File: src/rtl/bpred_pkg.sv
`default_nettype none
// ============================================================================
// Module      : bpred_pkg
// Description : Shared types and constants for the branch-prediction resolve
//               block. Defines the in-flight entry layout and the default
//               in-flight buffer depth.
// Revision    : 1.0 - initial release
// ============================================================================
package bpred_pkg;

    // Default number of in-flight predicted branches (power of two, >= 2).
    localparam int unsigned c_depth = 4;

    // One in-flight predicted branch: fetch PC, predicted direction and
    // predicted taken target.
    typedef struct packed {
        logic [31:0] pc;
        logic        pred;
        logic [31:0] target;
    } bp_entry_t;

endpackage : bpred_pkg
`default_nettype wire

File: src/rtl/bpred_fifo.sv
`default_nettype none
// ============================================================================
// Module      : bpred_fifo
// Description : Circular FIFO of bp_entry_t holding predicted branches in
//               program order. Head entry is visible combinationally.
//   clk       : clock
//   reset     : asynchronous active-low reset
//   push      : write push_data at the tail (ignored when full unless popping)
//   push_data : entry to store
//   pop       : retire the head entry (ignored when empty)
//   flush     : discard every entry (head = tail, count = 0); wins over
//               push/pop
//   head_data : oldest stored entry
//   full      : count == DEPTH
//   empty     : count == 0
//   count     : number of stored entries
// Revision    : 1.0 - initial release
// ============================================================================
module bpred_fifo
    import bpred_pkg::*;
#(
    parameter int unsigned DEPTH = c_depth
) (
    input  logic                     clk,
    input  logic                     reset,
    input  logic                     push,
    input  bp_entry_t                push_data,
    input  logic                     pop,
    input  logic                     flush,
    output bp_entry_t                head_data,
    output logic                     full,
    output logic                     empty,
    output logic [$clog2(DEPTH):0]   count
);

    localparam int unsigned            c_ptr_w    = $clog2(DEPTH);
    localparam logic [c_ptr_w-1:0]     c_ptr_one  = 1;
    localparam logic [c_ptr_w:0]       c_cnt_one  = 1;
    localparam logic [c_ptr_w:0]       c_cnt_full = (c_ptr_w + 1)'(DEPTH);

    bp_entry_t          r_mem [DEPTH];
    logic [c_ptr_w-1:0] r_head;
    logic [c_ptr_w-1:0] r_tail;
    logic [c_ptr_w:0]   r_count;

    logic w_full;
    logic w_empty;
    logic w_wr;
    logic w_rd;

    assign w_full  = (r_count == c_cnt_full);
    assign w_empty = (r_count == '0);

    // When full, a write is only legal alongside a pop: the freed head slot
    // is the one the tail points at, and head_data is read before the edge.
    assign w_wr = push && (!w_full || pop) && !flush;
    assign w_rd = pop && !w_empty && !flush;

    // Pointer widths equal log2(DEPTH), so natural overflow gives the wrap.
    always_ff @(posedge clk or negedge reset) begin
        if (!reset) begin
            r_head  <= '0;
            r_tail  <= '0;
            r_count <= '0;
        end else if (flush) begin
            r_head  <= r_tail;
            r_count <= '0;
        end else begin
            if (w_wr) r_tail <= r_tail + c_ptr_one;
            if (w_rd) r_head <= r_head + c_ptr_one;
            case ({w_wr, w_rd})
                2'b10:   r_count <= r_count + c_cnt_one;
                2'b01:   r_count <= r_count - c_cnt_one;
                default: r_count <= r_count;
            endcase
        end
    end

    // Entry storage carries no reset; validity is tracked by the pointers.
    always_ff @(posedge clk) begin
        if (w_wr) r_mem[r_tail] <= push_data;
    end

    assign head_data = r_mem[r_head];
    assign full      = w_full;
    assign empty     = w_empty;
    assign count     = r_count;

endmodule : bpred_fifo
`default_nettype wire

File: src/rtl/bpred_resolve.sv
`default_nettype none
// ============================================================================
// Module      : bpred_resolve
// Description : Tracks predicted conditional branches from fetch until they
//               resolve, compares prediction with outcome, trains the
//               predictor, raises a redirect on mispredict and keeps
//               resolution statistics.
//   clk, reset              : clock, asynchronous active-low reset
//   push/push_pc/push_pred/push_target : branch fetched with its prediction
//   res_valid/res_taken/res_target     : outcome of the oldest in-flight branch
//   full, empty             : in-flight buffer status
//   update_en/pc/taken      : registered predictor training strobe
//   redirect/redirect_pc    : registered mispredict redirect
//   branch_cnt, mispred_cnt : saturating statistics counters
//   err_overflow/underflow  : sticky protocol-error flags
// Revision    : 1.0 - initial release
// ============================================================================
module bpred_resolve
    import bpred_pkg::*;
#(
    parameter int unsigned DEPTH = c_depth,
    parameter int unsigned CNT_W = 32
) (
    input  logic             clk,
    input  logic             reset,
    input  logic             push,
    input  logic [31:0]      push_pc,
    input  logic             push_pred,
    input  logic [31:0]      push_target,
    input  logic             res_valid,
    input  logic             res_taken,
    input  logic [31:0]      res_target,
    output logic             full,
    output logic             empty,
    output logic             update_en,
    output logic [31:0]      update_pc,
    output logic             update_taken,
    output logic             redirect,
    output logic [31:0]      redirect_pc,
    output logic [CNT_W-1:0] branch_cnt,
    output logic [CNT_W-1:0] mispred_cnt,
    output logic             err_overflow,
    output logic             err_underflow
);

    localparam int unsigned      c_cnt_w   = $clog2(DEPTH) + 1;
    localparam logic [CNT_W-1:0] c_stat_one = 1;

    bp_entry_t          w_head;
    bp_entry_t          w_push_entry;
    logic               w_full;
    logic               w_empty;
    logic [c_cnt_w-1:0] w_count;
    logic               w_pop;
    logic               w_mis;
    logic               w_push_ok;
    logic               w_overflow;
    logic               w_underflow;
    logic [31:0]        w_redirect_pc;

    logic               r_update_en;
    logic [31:0]        r_update_pc;
    logic               r_update_taken;
    logic               r_redirect;
    logic [31:0]        r_redirect_pc;
    logic [CNT_W-1:0]   r_branch_cnt;
    logic [CNT_W-1:0]   r_mispred_cnt;
    logic               r_err_overflow;
    logic               r_err_underflow;

    assign w_push_entry = '{pc: push_pc, pred: push_pred, target: push_target};

    // Resolution only ever sees entries stored before this edge.
    assign w_pop       = res_valid && (w_count != '0);
    assign w_underflow = res_valid && (w_count == '0);

    // Wrong direction, or right "taken" direction with the wrong target.
    assign w_mis = w_pop &&
                   ((res_taken != w_head.pred) ||
                    (res_taken && w_head.pred && (res_target != w_head.target)));

    // A push alongside a mispredict is on the wrong path and is dropped.
    assign w_push_ok  = push && !w_mis;
    assign w_overflow = push && w_full && !w_pop;

    assign w_redirect_pc = res_taken ? res_target : (w_head.pc + 32'd4);

    bpred_fifo #(
        .DEPTH (DEPTH)
    ) u_fifo (
        .clk       (clk),
        .reset     (reset),
        .push      (w_push_ok),
        .push_data (w_push_entry),
        .pop       (w_pop),
        .flush     (w_mis),
        .head_data (w_head),
        .full      (w_full),
        .empty     (w_empty),
        .count     (w_count)
    );

    always_ff @(posedge clk or negedge reset) begin
        if (!reset) begin
            r_update_en     <= 1'b0;
            r_update_pc     <= '0;
            r_update_taken  <= 1'b0;
            r_redirect      <= 1'b0;
            r_redirect_pc   <= '0;
            r_branch_cnt    <= '0;
            r_mispred_cnt   <= '0;
            r_err_overflow  <= 1'b0;
            r_err_underflow <= 1'b0;
        end else begin
            // Every resolution trains the predictor, hit or miss.
            r_update_en <= w_pop;
            if (w_pop) begin
                r_update_pc    <= w_head.pc;
                r_update_taken <= res_taken;
            end

            r_redirect <= w_mis;
            if (w_mis) r_redirect_pc <= w_redirect_pc;

            if (w_pop && (r_branch_cnt != '1))
                r_branch_cnt <= r_branch_cnt + c_stat_one;
            if (w_mis && (r_mispred_cnt != '1))
                r_mispred_cnt <= r_mispred_cnt + c_stat_one;

            if (w_overflow)  r_err_overflow  <= 1'b1;
            if (w_underflow) r_err_underflow <= 1'b1;
        end
    end

    assign full          = w_full;
    assign empty         = w_empty;
    assign update_en     = r_update_en;
    assign update_pc     = r_update_pc;
    assign update_taken  = r_update_taken;
    assign redirect      = r_redirect;
    assign redirect_pc   = r_redirect_pc;
    assign branch_cnt    = r_branch_cnt;
    assign mispred_cnt   = r_mispred_cnt;
    assign err_overflow  = r_err_overflow;
    assign err_underflow = r_err_underflow;

endmodule : bpred_resolve
`default_nettype wire
File: config.mk
export PLATFORM = sky130hd
export DESIGN_NAME = bpred_resolve
export DESIGN_NICKNAME = d
export VERILOG_FILES = /design/src/rtl/bpred_pkg.sv /design/src/rtl/bpred_fifo.sv /design/src/rtl/bpred_resolve.sv
export SDC_FILE = /design/constraint.sdc
export NUM_CORES = 1
export LEC_CHECK = 0
export CORE_MARGIN = 10
export CORE_UTILIZATION = 59
export CTS_BUF_LIST = sky130_fd_sc_hd__clkbuf_4 sky130_fd_sc_hd__clkbuf_8
export CTS_CLUSTER_SIZE = 25
export DETAILED_ROUTE_END_ITERATION = 8
export GPL_TIMING_DRIVEN = 0
export HOLD_SLACK_MARGIN = 0.08
export PLACE_DENSITY = 0.85
export REMOVE_ABC_BUFFERS = 1
export SLEW_MARGIN = 15
export SYNTH_ARGS = -nofsm -noshare
export SYNTH_HDL_FRONTEND = slang
export SYNTH_HIERARCHICAL = 1
export SYNTH_SLANG_ARGS = --single-unit
export TNS_END_PERCENT = 30
File: constraint.sdc
create_clock -name clk -period 8.5 [get_ports clk]
set_clock_uncertainty 0.2 [all_clocks]
set_input_delay 1.275 -clock clk [delete_from_list [all_inputs] [get_ports clk]]
set_output_delay 1.275 -clock clk [all_outputs]
set_load 0.01 [all_outputs]
# Yosys cells after proc, flatten, opt, wreduce, memory -nomap -nowiden
# Memory sizes are Yosys's and may differ from the RTL's.
# Index checks and enable logic that the tools add are counted.
[classes]
reduce_logical = 25
n_mux = 7
n_addsub = 7
bitwise_logic = 1
n_eq_ne = 7
[ops]
columns = ["cell", "n"]
rows = [
  ["32-bit by 1-bit adder with 32-bit output (second input constant)", 2],
  ["32-bit != test (second input constant)", 2],
  ["32-bit by 3-bit adder with 32-bit output (second input constant)", 1],
  ["32-bit 2-to-1 mux", 1],
  ["32-bit != test", 1],
  ["1-bit logical AND", 14],
  ["3-bit case mux with 2 select lines", 1],
  ["3-bit nonzero test", 2],
  ["2-bit by 1-bit adder with 2-bit output (second input constant)", 2],
  ["1-bit logical NOT", 4],
  ["2-bit 2-to-1 mux", 2],
  ["3-bit by 1-bit adder with 3-bit output (second input constant)", 1],
  ["3-bit equality test (second input constant)", 1],
  ["3-bit logical NOT", 1],
  ["3-bit 2-to-1 mux", 1],
  ["3-bit by 1-bit subtractor with 3-bit output (second input constant)", 1],
  ["2-bit by 1-bit equality test with 1-bit output (second input constant)", 1],
  ["2-bit equality test (second input constant)", 1],
  ["1-bit logical OR", 2],
  ["1-bit 2-to-1 mux", 2],
  ["2-bit AND reduction", 1],
  ["2-bit nonzero test", 1],
  ["1-bit != test", 1],
  ["1-bit inverter", 1],
]
[totals]
n_memories = 1
out_inout_bits = 135
ram_bits = 260
reg_bits = 140
[mem_list]
columns = ["memory", "depth", "word_bits", "read_ports", "rd_ports_with_merged_regs", "write_ports", "line", "rtl"]
rows = [
  ["u_fifo.r_mem", 4, 65, 1, 0, 1, "bpred_fifo.sv:41", "bp_entry_t r_mem [DEPTH];"],
]

# Logic depth before layout (Yosys ltp)
# Gate-level depths: netlist of the first run.
# An unclocked memory read counts as a cell.
[logic_depth]
word_depth = 12
depth_mapped = 17
depth_no_buf = 14

# Modules after synthesis
# The synthesis of the first run kept the hierarchy.
[modules_own_cells]
columns = ["mod", "area_each_um2", "instances", "seq_area_each_um2", "cells_per_inst"]
rows = [
  ["bpred_fifo", 9862.0, 1, 7982.7, 389],
  ["bpred_resolve", 6718.9, 1, 3328.2, 670],
]

# Worst setup path before layout of the first run
# OpenSTA, ideal clock, no wires.
[synth_timing]
path_kind = "reg-to-reg"
start = "reg u_fifo.r_head[0]"
end = "mem u_fifo/r_mem[0][0] (netlist name) (enable)"
stages_incl_launch_ff = 14
t_required_ns = 7.870
slack_ns = 3.319
arrival_time_ns = 4.551
period_less_slack_ns = 5.181
path_cell_list = "dfrtp_1 buf_4 buf_4 mux4_2 xor2_1 nor4_1 nand4_1 nor3_2 nor2_1 clkbuf_1 nor2_1 nand2b_1 a21oi_4 and2_1"
[synth_rtl]
columns = ["element", "line", "rtl"]
rows = [
  ["start, declared", "bpred_fifo.sv:42", "logic [c_ptr_w-1:0] r_head;"],
  ["start signal, assigned", "bpred_fifo.sv:66", "r_head <= r_tail;"],
  ["start signal, assigned", "bpred_fifo.sv:70", "if (w_rd) r_head <= r_head + c_ptr_one;"],
  ["end, declared", "bpred_fifo.sv:41", ""],
]

==> flow_summary.json, run 1 <==
{
  "status": "finished, final reports clean",
  "p_leak_uw": 0.00775,
  "die_area_mm2": 0.0352,
  "cts_resized": 0,
  "maxCapViolCount": 0,
  "dr.pass1.iters": 5,
  "clkLatencyLatePin_ps": 590,
  "core_mm2": 0.0278,
  "ys_seq_area_share_pct": 68.2,
  "netlist_instances": 1059,
  "rsz0062_at_grt": "false",
  "grt_pass1_wl_um": 62800,
  "worstMarginPinSlew_ps": 992,
  "power_per_cell_area_mw_per_mm2": 322,
  "first_iter_violations": 761,
  "slowest_stage": "dfrtp_4",
  "synth_flop_cell": "edfxtp_1",
  "dp.final_hpwl_um": 27000,
  "fp.dieW_um": 188,
  "placed_area_mm2": 0.0195,
  "crit_path_start_kind": "register",
  "vias": 10200,
  "cp_cell_sequence": "buf_16 -> mux4_2 -> xor2_1 -> nor4_1 -> nand4_1 -> nor3_2 -> nor2_4 -> buf_16 -> nor2_1 -> nand2b_1 -> a21oi_4 -> nor3_1 -> fa_1 -> nor3_1 -> a31oi_1 -> mux2_1",
  "slew_headroom_pct": 33.8,
  "clockBufferDepth": 3,
  "cp_max_fo": 35,
  "final_common_cell": "edfxtp_1",
  "crit_required_ps": 8750,
  "grt-ovfl-total": 0,
  "ys_top_cells_by_area": "edfxtp_1, dfrtp_1, mux4_2",
  "tns_ps": 0,
  "period_needed_ps": 5600,
  "critPathKind": "reg -> reg",
  "routedLengthMet1_um": 15900,
  "utilization_pct": 75.3,
  "synth_top_family_by_area": "multiplexers",
  "synth_top_area_share_pct": 47.1,
  "vias_per_cell": 5.76,
  "syn_area_mm2": 0.0166,
  "critical_path.max_stage_delay_ps": 930,
  "dr.max_layer_used": "met5",
  "wl_um": 40300,
  "synth-compound-area-share_pct": 1.91,
  "finalCritPeriodShare_pct": 65.8,
  "cp-end-kind": "register",
  "slew_viol_final": 0,
  "final_hold_viol_count": 0,
  "layout_common_cells": "edfxtp_1, clkdlybuf4s50_1, nand2_1",
  "ys_ff_latch": 400,
  "cts_htree_levels": 3,
  "wl_met2_um": 19800,
  "initial_core_util_pct": 59.7,
  "async_flop_share_pct": 35.0,
  "clock_sinks": 400,
  "grt_use_total_pct": 22.8,
  "fp-row-count": 61,
  "root_buffer": "clkbuf_8",
  "drive_above_1_share_pct": 18.3,
  "maxClockFrequency_ghz": 0.179,
  "synth_edf_count": 260,
  "fin_cells": 1768,
  "port_buffers": 236,
  "drc": 0,
  "post_cts_buffers": 0,
  "grt_max_degree": 73,
  "cts_buffers": 67,
  "yosys.area_share.simple_pct": 9.95,
  "antenna_found_initial": 4,
  "place_congestion": 0.812,
  "peakVddDrop_mv": 0.222,
  "cp_data_arrival_time_ps": 5840,
  "final_area_mm2": 0.0209,
  "syn_avg_cell_area_um2": 15.7,
  "grt_pass1_vias": 10700,
  "ys_warn_count": 6,
  "routedWlPerCell_um": 22.8,
  "wl_met3_um": 3530,
  "setup_viol": 0,
  "synth_mux_area_share_pct": 11.2,
  "ant_nets": 0,
  "cts_tree": "built",
  "pin_count": 237,
  "nets": 1446,
  "path_clk_slew_ps": 60,
  "cts_hold_buf": 0,
  "synth_fa_ha_area_share_pct": 0.724,
  "area_delta_synth_final_pct": 26.2,
  "path_delay_family": "simple AND/OR/NAND/NOR gates",
  "yosysUniqueCellTypes": 54,
  "die-height_um": 188,
  "dp_cells": 1644,
  "critPathBufInv": 2,
  "synthXorXnorAreaFrac_pct": 6.60,
  "hp-class": "reg -> reg",
  "yosysTopAreaCell": "edfxtp_1"
}
worst register-to-register path, delay by kind of cell, from the launching register on:
kind            cells  cell delay (ps)
simple gates        8             1950
flops               1              930
compound gates      2              370
mux                 2              920
fa+ha+maj           1              400
xor+xnor            1              180
buf+inv             2              530
synth_stat cells, types with 8 or more instances:
cell,instances
nor2_1,23
mux2_2,31
nor4_1,9
clkbuf_1,20
buf_2,14
and2_1,10
and3_1,19
and4_1,14
xnor2_1,57
nand3_1,28
xor2_1,68
nand4_1,31
edfxtp_1,260
ha_1,8
o21ai_0,32
mux4_2,65
nand2_1,161
nor3_1,12
dfrtp_1,140
inv_1,8
layer usage:
metal,up-vias,track usage [%]
met5,-,0
met4,6,7.78
met3,76,7.14
met2,426,37.1
met1,5151,28.6
li1,4522,-
through the flow:
stage | total power (uW) | hold slack (ps) | setup WS (ps)
after floorplan | 4060 | 293 | 716
after global placement | 5000 | 260 | -3140
after detailed placement | 5070 | 266 | 2840
after CTS | 6810 | 279 | 2850
after global routing | 7090 | 295 | 2510
final | 6750 | 278 | 2900
flip-flops by register name, summed over array words and instances (netlist names), 2 cells and up:
register       flops
branch_cnt        32
mispred_cnt       32
redirect_pc       32
u_fifo/count       3
u_fifo/r_head      2
u_fifo/r_mem     260
u_fifo/r_tail      2
update_pc         32
power by group:
part           total (uW)  leakage (uW)  switching [uW]  internal, uW
registers            2830       0.00413             292          2540
clock network        1720      0.000733             776           940
logic                2200       0.00288            1110          1090
path summary, 6_finish.rpt:
| kind | startpoint | endpoint | slack (ps) | cells after the start |
|---|---|---|---|---|
| max | u_fifo/r_head[0]$_DFFE_PN0P_ | u_fifo/count[2]$_DFFE_PN0P_ | 2900 | 16 |
| min | update_pc[3]$_DFFE_PN0P_ | update_pc[3]$_DFFE_PN0P_ | 280 | 2 |
| max reg2reg | u_fifo/r_head[0]$_DFFE_PN0P_ | u_fifo/count[2]$_DFFE_PN0P_ | 2900 | 16 |
| min reg2reg | update_pc[3]$_DFFE_PN0P_ | update_pc[3]$_DFFE_PN0P_ | 280 | 2 |
| max in group asynchronous | reset | u_fifo/r_head[0]$_DFFE_PN0P_ | 6880 | 2 |
| min in group asynchronous | reset | mispred_cnt[5]$_DFFE_PN0P_ | 430 | 1 |
cell families (layout without fill, tap and decap cells):
logic type                 count (synthesis)  count (layout)
AOI/OAI and AO/OA                         47              47
xor gates and xnor gates                 125             125
adders and majority gates                  9               9
buffers and inverters                     49             378
DFF                                      400             400
muxes                                    101             101
other                                      0               2
and+or+nand+nor                          328             328
area by class of cell:
type,instances,area (um^2)
antenna,2,5.00
clock buffer,103,1230
clock inverter,19,148
fill,1697,6860
inverter,9,33.8
multi-input combinational,610,5070
sequential,400,11300
tap,378,473
timing repair buffer,247,2640
No activity file was read; power rests on OpenSTA's default activity.
==> run 2: changes to the inputs <==
--- a/config.mk
+++ b/config.mk
@@ -6,13 +6,13 @@
 export NUM_CORES = 1
 export LEC_CHECK = 0
 export CORE_MARGIN = 10
-export CORE_UTILIZATION = 59
+export CORE_UTILIZATION = 57
 export CTS_BUF_LIST = sky130_fd_sc_hd__clkbuf_4 sky130_fd_sc_hd__clkbuf_8
 export CTS_CLUSTER_SIZE = 25
 export DETAILED_ROUTE_END_ITERATION = 8
 export GPL_TIMING_DRIVEN = 0
 export HOLD_SLACK_MARGIN = 0.08
-export PLACE_DENSITY = 0.85
+export PLACE_DENSITY = 0.83
 export REMOVE_ABC_BUFFERS = 1
 export SLEW_MARGIN = 15
 export SYNTH_ARGS = -nofsm -noshare
==> constraint.sdc (replaced) <==
create_clock -name clk -period 5.6 [get_ports clk]
set_clock_uncertainty 0.2 [all_clocks]
set_input_delay 0.84 -clock clk [delete_from_list [all_inputs] [get_ports clk]]
set_output_delay 0.84 -clock clk [all_outputs]
set_load 0.01 [all_outputs]
==> flow_summary.json, run 2 (synthesis gave the netlist of run 1 again) <==
{
  "status": "finished, final reports clean",
  "dr.pass1.iters": 5,
  "maxClockFrequency_ghz": 0.194,
  "period_needed_ps": 5160,
  "crit_path_start_kind": "register",
  "fp-row-count": 62,
  "cp-end-kind": "register",
  "grt-ovfl-total": 0,
  "grt_use_total_pct": 21.9,
  "dp.final_hpwl_um": 27000,
  "cp_data_arrival_time_ps": 5430,
  "largest_reg_flops": 260,
  "fp.dieW_um": 191,
  "utilization_pct": 72.5,
  "core_mm2": 0.0287,
  "power_per_cell_area_mw_per_mm2": 482,
  "slew_headroom_pct": 33.9,
  "finalPower_uw": 10000,
  "wl_um": 40500,
  "routedWlPerCell_um": 22.9,
  "final_common_cell": "edfxtp_1",
  "clkLatencyLatePin_ps": 610,
  "largest-register": "u_fifo/r_mem",
  "peakVddDrop_mv": 0.308,
  "maxCapViolCount": 0,
  "nets": 1446,
  "clockBufferDepth": 3,
  "cp_max_fo": 35,
  "layout_common_cells": "edfxtp_1, clkdlybuf4s50_1, nand2_1",
  "area_delta_synth_final_pct": 25.6,
  "slowest_stage": "dfrtp_4",
  "drive_above_1_share_pct": 17.8,
  "rsz0062_at_grt": "false",
  "die-height_um": 191,
  "wl_met2_um": 20000,
  "placed_area_mm2": 0.0195,
  "place_congestion": 0.800,
  "vias": 10100,
  "finalCritPeriodShare_pct": 92.2,
  "first_iter_violations": 656,
  "p_leak_uw": 0.00770,
  "drc": 0,
  "antenna_found_initial": 4,
  "cp_cell_sequence": "buf_12 -> mux4_2 -> xor2_1 -> nor4_1 -> nand4_1 -> nor3_4 -> nor2_4 -> nor2_1 -> nand2b_1 -> a21oi_4 -> nor3_1 -> fa_1 -> nor3_1 -> a31oi_1 -> mux2_1",
  "dr.max_layer_used": "met5",
  "ant_nets": 0,
  "critical_path.max_stage_delay_ps": 660,
  "final_hold_viol_count": 0,
  "final_area_mm2": 0.0208,
  "vias_per_cell": 5.71,
  "cts_tree": "built",
  "worstMarginPinSlew_ps": 990,
  "path_clk_slew_ps": 60,
  "clock_sinks": 400,
  "die_area_mm2": 0.0363,
  "root_buffer": "clkbuf_8",
  "slew_viol_final": 0,
  "port_buffers": 236,
  "critPathBufInv": 1,
  "initial_core_util_pct": 57.8,
  "hp-class": "reg -> reg",
  "grt_pass1_vias": 10600,
  "crit_required_ps": 5860,
  "setup_viol": 0,
  "cts_htree_levels": 2,
  "post-place-ws_ps": -36.5,
  "grt_pass1_wl_um": 61100,
  "cts_buffers": 59,
  "grt_max_degree": 72,
  "path_delay_family": "simple AND/OR/NAND/NOR gates",
  "wl_met3_um": 3580,
  "fin_ws_ps": 435,
  "critPathKind": "reg -> reg",
  "cpMostUsedCell": "nor3_1",
  "routedLengthMet1_um": 16100,
  "pin_count": 237
}
run 2: worst paths after layout:
| path | startpoint | cells past startpoint | endpoint | slack (ps) |
|---|---|---|---|---|
| max | u_fifo/r_head[1]$_DFFE_PN0P_ | 15 | u_fifo/count[2]$_DFFE_PN0P_ | 440 |
| min | update_pc[5]$_DFFE_PN0P_ | 2 | update_pc[5]$_DFFE_PN0P_ | 270 |
| max reg2reg | u_fifo/r_head[1]$_DFFE_PN0P_ | 15 | u_fifo/count[2]$_DFFE_PN0P_ | 440 |
| min reg2reg | update_pc[5]$_DFFE_PN0P_ | 2 | update_pc[5]$_DFFE_PN0P_ | 270 |
| max in group asynchronous | reset | 3 | u_fifo/r_head[0]$_DFFE_PN0P_ | 3800 |
| min in group asynchronous | reset | 2 | mispred_cnt[16]$_DFFE_PN0P_ | 590 |
run 2: cell type report:
class	instances	area [um^2]
Clock buffer	92	1110
Antenna cell	2	5.00
Fill cell	1839	7880
Tap cell	384	480
Multi-Input combinational cell	612	5090
Sequential cell	400	11300
Timing Repair Buffer	253	2690
Inverter	9	33.8
Clock inverter	19	91.3
run 2: through the flow:
| step | setup TNS, ps | cells | hold WS, ps |
|---|---|---|---|
| after floorplan | -607600 | 1019 | 293 |
| after global placement | -2153640 | 1639 | 260 |
| after detailed placement | -3110 | 1649 | 261 |
| after CTS | 0 | 1762 | 276 |
| after global routing | 0 | 1769 | 303 |
| final | 0 | 1771 | 273 |
run 2: routing by layer:
metal | global-route usage [%] | up-vias
met5 | 0 | -
met4 | 6.24 | 4
met3 | 5.89 | 62
met2 | 36.3 | 402
met1 | 27.8 | 5129
li1 | - | 4511
run 2: repair_timing:
action,4_1_cts,5_1_grt
endpoints found under the hold margin,69,0
setup endpoints to repair,118,130
gates resized for setup,0,1
setup buffers,1,5
pin swaps,0,2
gates cloned,0,2
hold buffers,1,0
run 2: report_power, final:
| part | total (uW) | switching, uW | internal (uW) |
|---|---|---|---|
| clock | 2330 | 1070 | 1260 |
| combinational | 3480 | 1790 | 1690 |
| sequential | 4220 | 361 | 3860 |
run 2: worst register-to-register path, delay by kind of cell, from the launching register on:
family | cells | cell delay (ps)
and+or+nand+nor | 8 | 2130
muxes | 2 | 730
DFF | 1 | 660
AOI/OAI and AO/OA | 2 | 430
adders and majority gates | 1 | 420
buffers and inverters | 1 | 290
xor gates and xnor gates | 1 | 170
==> run 3: changes to the inputs <==
--- a/config.mk
+++ b/config.mk
@@ -5,13 +5,12 @@
 export SDC_FILE = /design/constraint.sdc
 export NUM_CORES = 1
 export LEC_CHECK = 0
+export CAP_MARGIN = 10
 export CORE_MARGIN = 10
 export CORE_UTILIZATION = 57
 export CTS_BUF_LIST = sky130_fd_sc_hd__clkbuf_4 sky130_fd_sc_hd__clkbuf_8
 export CTS_CLUSTER_SIZE = 25
 export DETAILED_ROUTE_END_ITERATION = 8
-export GPL_TIMING_DRIVEN = 0
-export HOLD_SLACK_MARGIN = 0.08
 export PLACE_DENSITY = 0.83
 export REMOVE_ABC_BUFFERS = 1
 export SLEW_MARGIN = 15
==> flow_summary.json, run 3 (synthesis gave the netlist of run 1 again) <==
{
  "status": "finished, final reports clean",
  "critPathKind": "reg -> reg",
  "initial_core_util_pct": 57.8,
  "multi_input_area_mm2": 0.00507,
  "dp.final_hpwl_um": 28200,
  "wl_um": 40900,
  "period_needed_ps": 5180,
  "largest_reg_flops": 260,
  "core_mm2": 0.0287,
  "worstMarginPinSlew_ps": 1160,
  "area_delta_synth_final_pct": 25.6,
  "post_cts_buffers": 0,
  "fin_cells": 1775,
  "p_leak_uw": 0.00772,
  "grt_pass1_wl_um": 62500,
  "setup_viol": 0,
  "grt-ovfl-total": 0,
  "cts_buffers": 60,
  "cts_htree_levels": 2,
  "port_buffers": 236,
  "grt_use_total_pct": 22.3,
  "fp.dieW_um": 191,
  "drive_above_1_share_pct": 18.3,
  "peakVddDrop_mv": 0.293,
  "hp-class": "in -> async",
  "largest-register": "u_fifo/r_mem",
  "dp_cells": 1659,
  "cp_max_fo": 25,
  "crit_required_ps": 5880,
  "holdWs_ps": 141,
  "maxClockFrequency_ghz": 0.193,
  "reg2reg_slack_ps": 420,
  "clock_sinks": 400,
  "layout_common_cells": "edfxtp_1, clkdlybuf4s50_1, nand2_1",
  "crit_path_start_kind": "register",
  "nets": 1448,
  "grt_pass1_vias": 10800,
  "dr.pass1.iters": 5,
  "vias_per_cell": 5.79,
  "final_hold_viol_count": 0,
  "timing.rr.start": "u_fifo/r_head[0]$_DFFE_PN0P_",
  "fp-row-count": 62,
  "rr_worst_depth": 15,
  "vias": 10300,
  "maxCapViolCount": 0,
  "final_common_cell": "edfxtp_1",
  "routedWlPerCell_um": 23.0,
  "n_fill_cell": 1765,
  "grt_max_degree": 92,
  "cp_cell_sequence": "buf_12 -> mux4_2 -> xor2_1 -> nor4_1 -> nand4_1 -> nor3_2 -> nor2_4 -> nor2_1 -> nand2b_1 -> a21oi_4 -> nor3_1 -> fa_1 -> nor3_1 -> a31oi_1 -> mux2_1",
  "place_congestion": 0.812,
  "pin_count": 237,
  "placed_area_mm2": 0.0195,
  "finalCritPeriodShare_pct": 92.5,
  "antenna_found_initial": 7,
  "cts_resized": 0,
  "path_clk_slew_ps": 60,
  "slew_viol_final": 0,
  "slew_headroom_pct": 21.9,
  "drc": 0,
  "ant_nets": 0,
  "rsz0062_at_grt": "false",
  "die_area_mm2": 0.0363,
  "cpMostUsedCell": "nor3_1",
  "r2r_end": "u_fifo/count[2]$_DFFE_PN0P_",
  "final_area_mm2": 0.0208,
  "power_per_cell_area_mw_per_mm2": 490,
  "cts_tree": "built",
  "ff_latch_area_mm2": 0.0113,
  "first_iter_violations": 896,
  "die-height_um": 191,
  "cp-end-kind": "register",
  "critical_path.max_stage_delay_ps": 770,
  "root_buffer": "clkbuf_8",
  "cts_hold_buf": 0,
  "clockBufferDepth": 3,
  "slowest_stage": "dfrtp_4",
  "finalPower_uw": 10200,
  "clkLatencyLatePin_ps": 620,
  "cp_data_arrival_time_ps": 5460
}
## run 3: layout make-up
class	instances	share of cell area [%]
well taps	384	2.31
multi-input cells	610	24.3
inverters	9	0.162
clock buffers	90	5.32
diodes	2	0.0240
clock inverters	24	1.21
flip-flops and latches	400	54.3
repair buffers	256	12.3
## run 3: routing by layer
| layer | GRT usage [%] | vias up | share of wire, % |
|---|---|---|---|
| met2 | 36.5 | 455 | 50 |
| met1 | 28.8 | 5221 | 40 |
| li1 | - | 4522 | - |
| met5 | 0 | - | 0.24 |
| met3 | 5.72 | 73 | 8.7 |
| met4 | 6.75 | 10 | 2.0 |
## run 3: how the worst max path moves through the flow
stage / startpoint / end / cells after the start
2_1_floorplan: u_fifo/r_head[0]$_DFFE_PN0P_ / u_fifo/r_mem[0][0]$_DFFE_PP_ / 8
3_3_place_gp: u_fifo/r_head[0]$_DFFE_PN0P_ / u_fifo/count[2]$_DFFE_PN0P_ / 15
3_5_place_dp: u_fifo/r_head[0]$_DFFE_PN0P_ / u_fifo/count[2]$_DFFE_PN0P_ / 15
4_1_cts: u_fifo/r_head[0]$_DFFE_PN0P_ / u_fifo/count[2]$_DFFE_PN0P_ / 15
5_1_grt: u_fifo/r_head[0]$_DFFE_PN0P_ / u_fifo/count[2]$_DFFE_PN0P_ / 15
6_report: u_fifo/r_head[0]$_DFFE_PN0P_ / u_fifo/count[2]$_DFFE_PN0P_ / 15
## run 3: per-stage QoR
stage	setup WS, ps	util [%]	setup TNS (ps)
2_1_floorplan	-2180	-	-607600
3_3_place_gp	637	67.8	0
3_5_place_dp	483	67.8	0
4_1_cts	455	72.6	0
5_1_grt	83.4	72.6	0
6_report	422	72.6	0
## run 3: power breakdown
| part | internal, uW | leakage (uW) | switching (uW) | total, uW |
|---|---|---|---|---|
| clock | 1500 | 0.000717 | 1110 | 2610 |
| sequential | 3850 | 0.00413 | 425 | 4280 |
| combinational | 1620 | 0.00287 | 1690 | 3320 |
## run 3: worst max-delay path, delay by kind of cell, from the launching register on
kind                     cells  cell delay (ps)
AND/OR/NAND/NOR              8             1950
AO/OA/AOI/OAI                2              340
adder cells (fa/ha/maj)      1              410
multiplexers                 2              870
XOR/XNOR                     1              160
buffers and inverters        1              290
flip-flops                   1              770
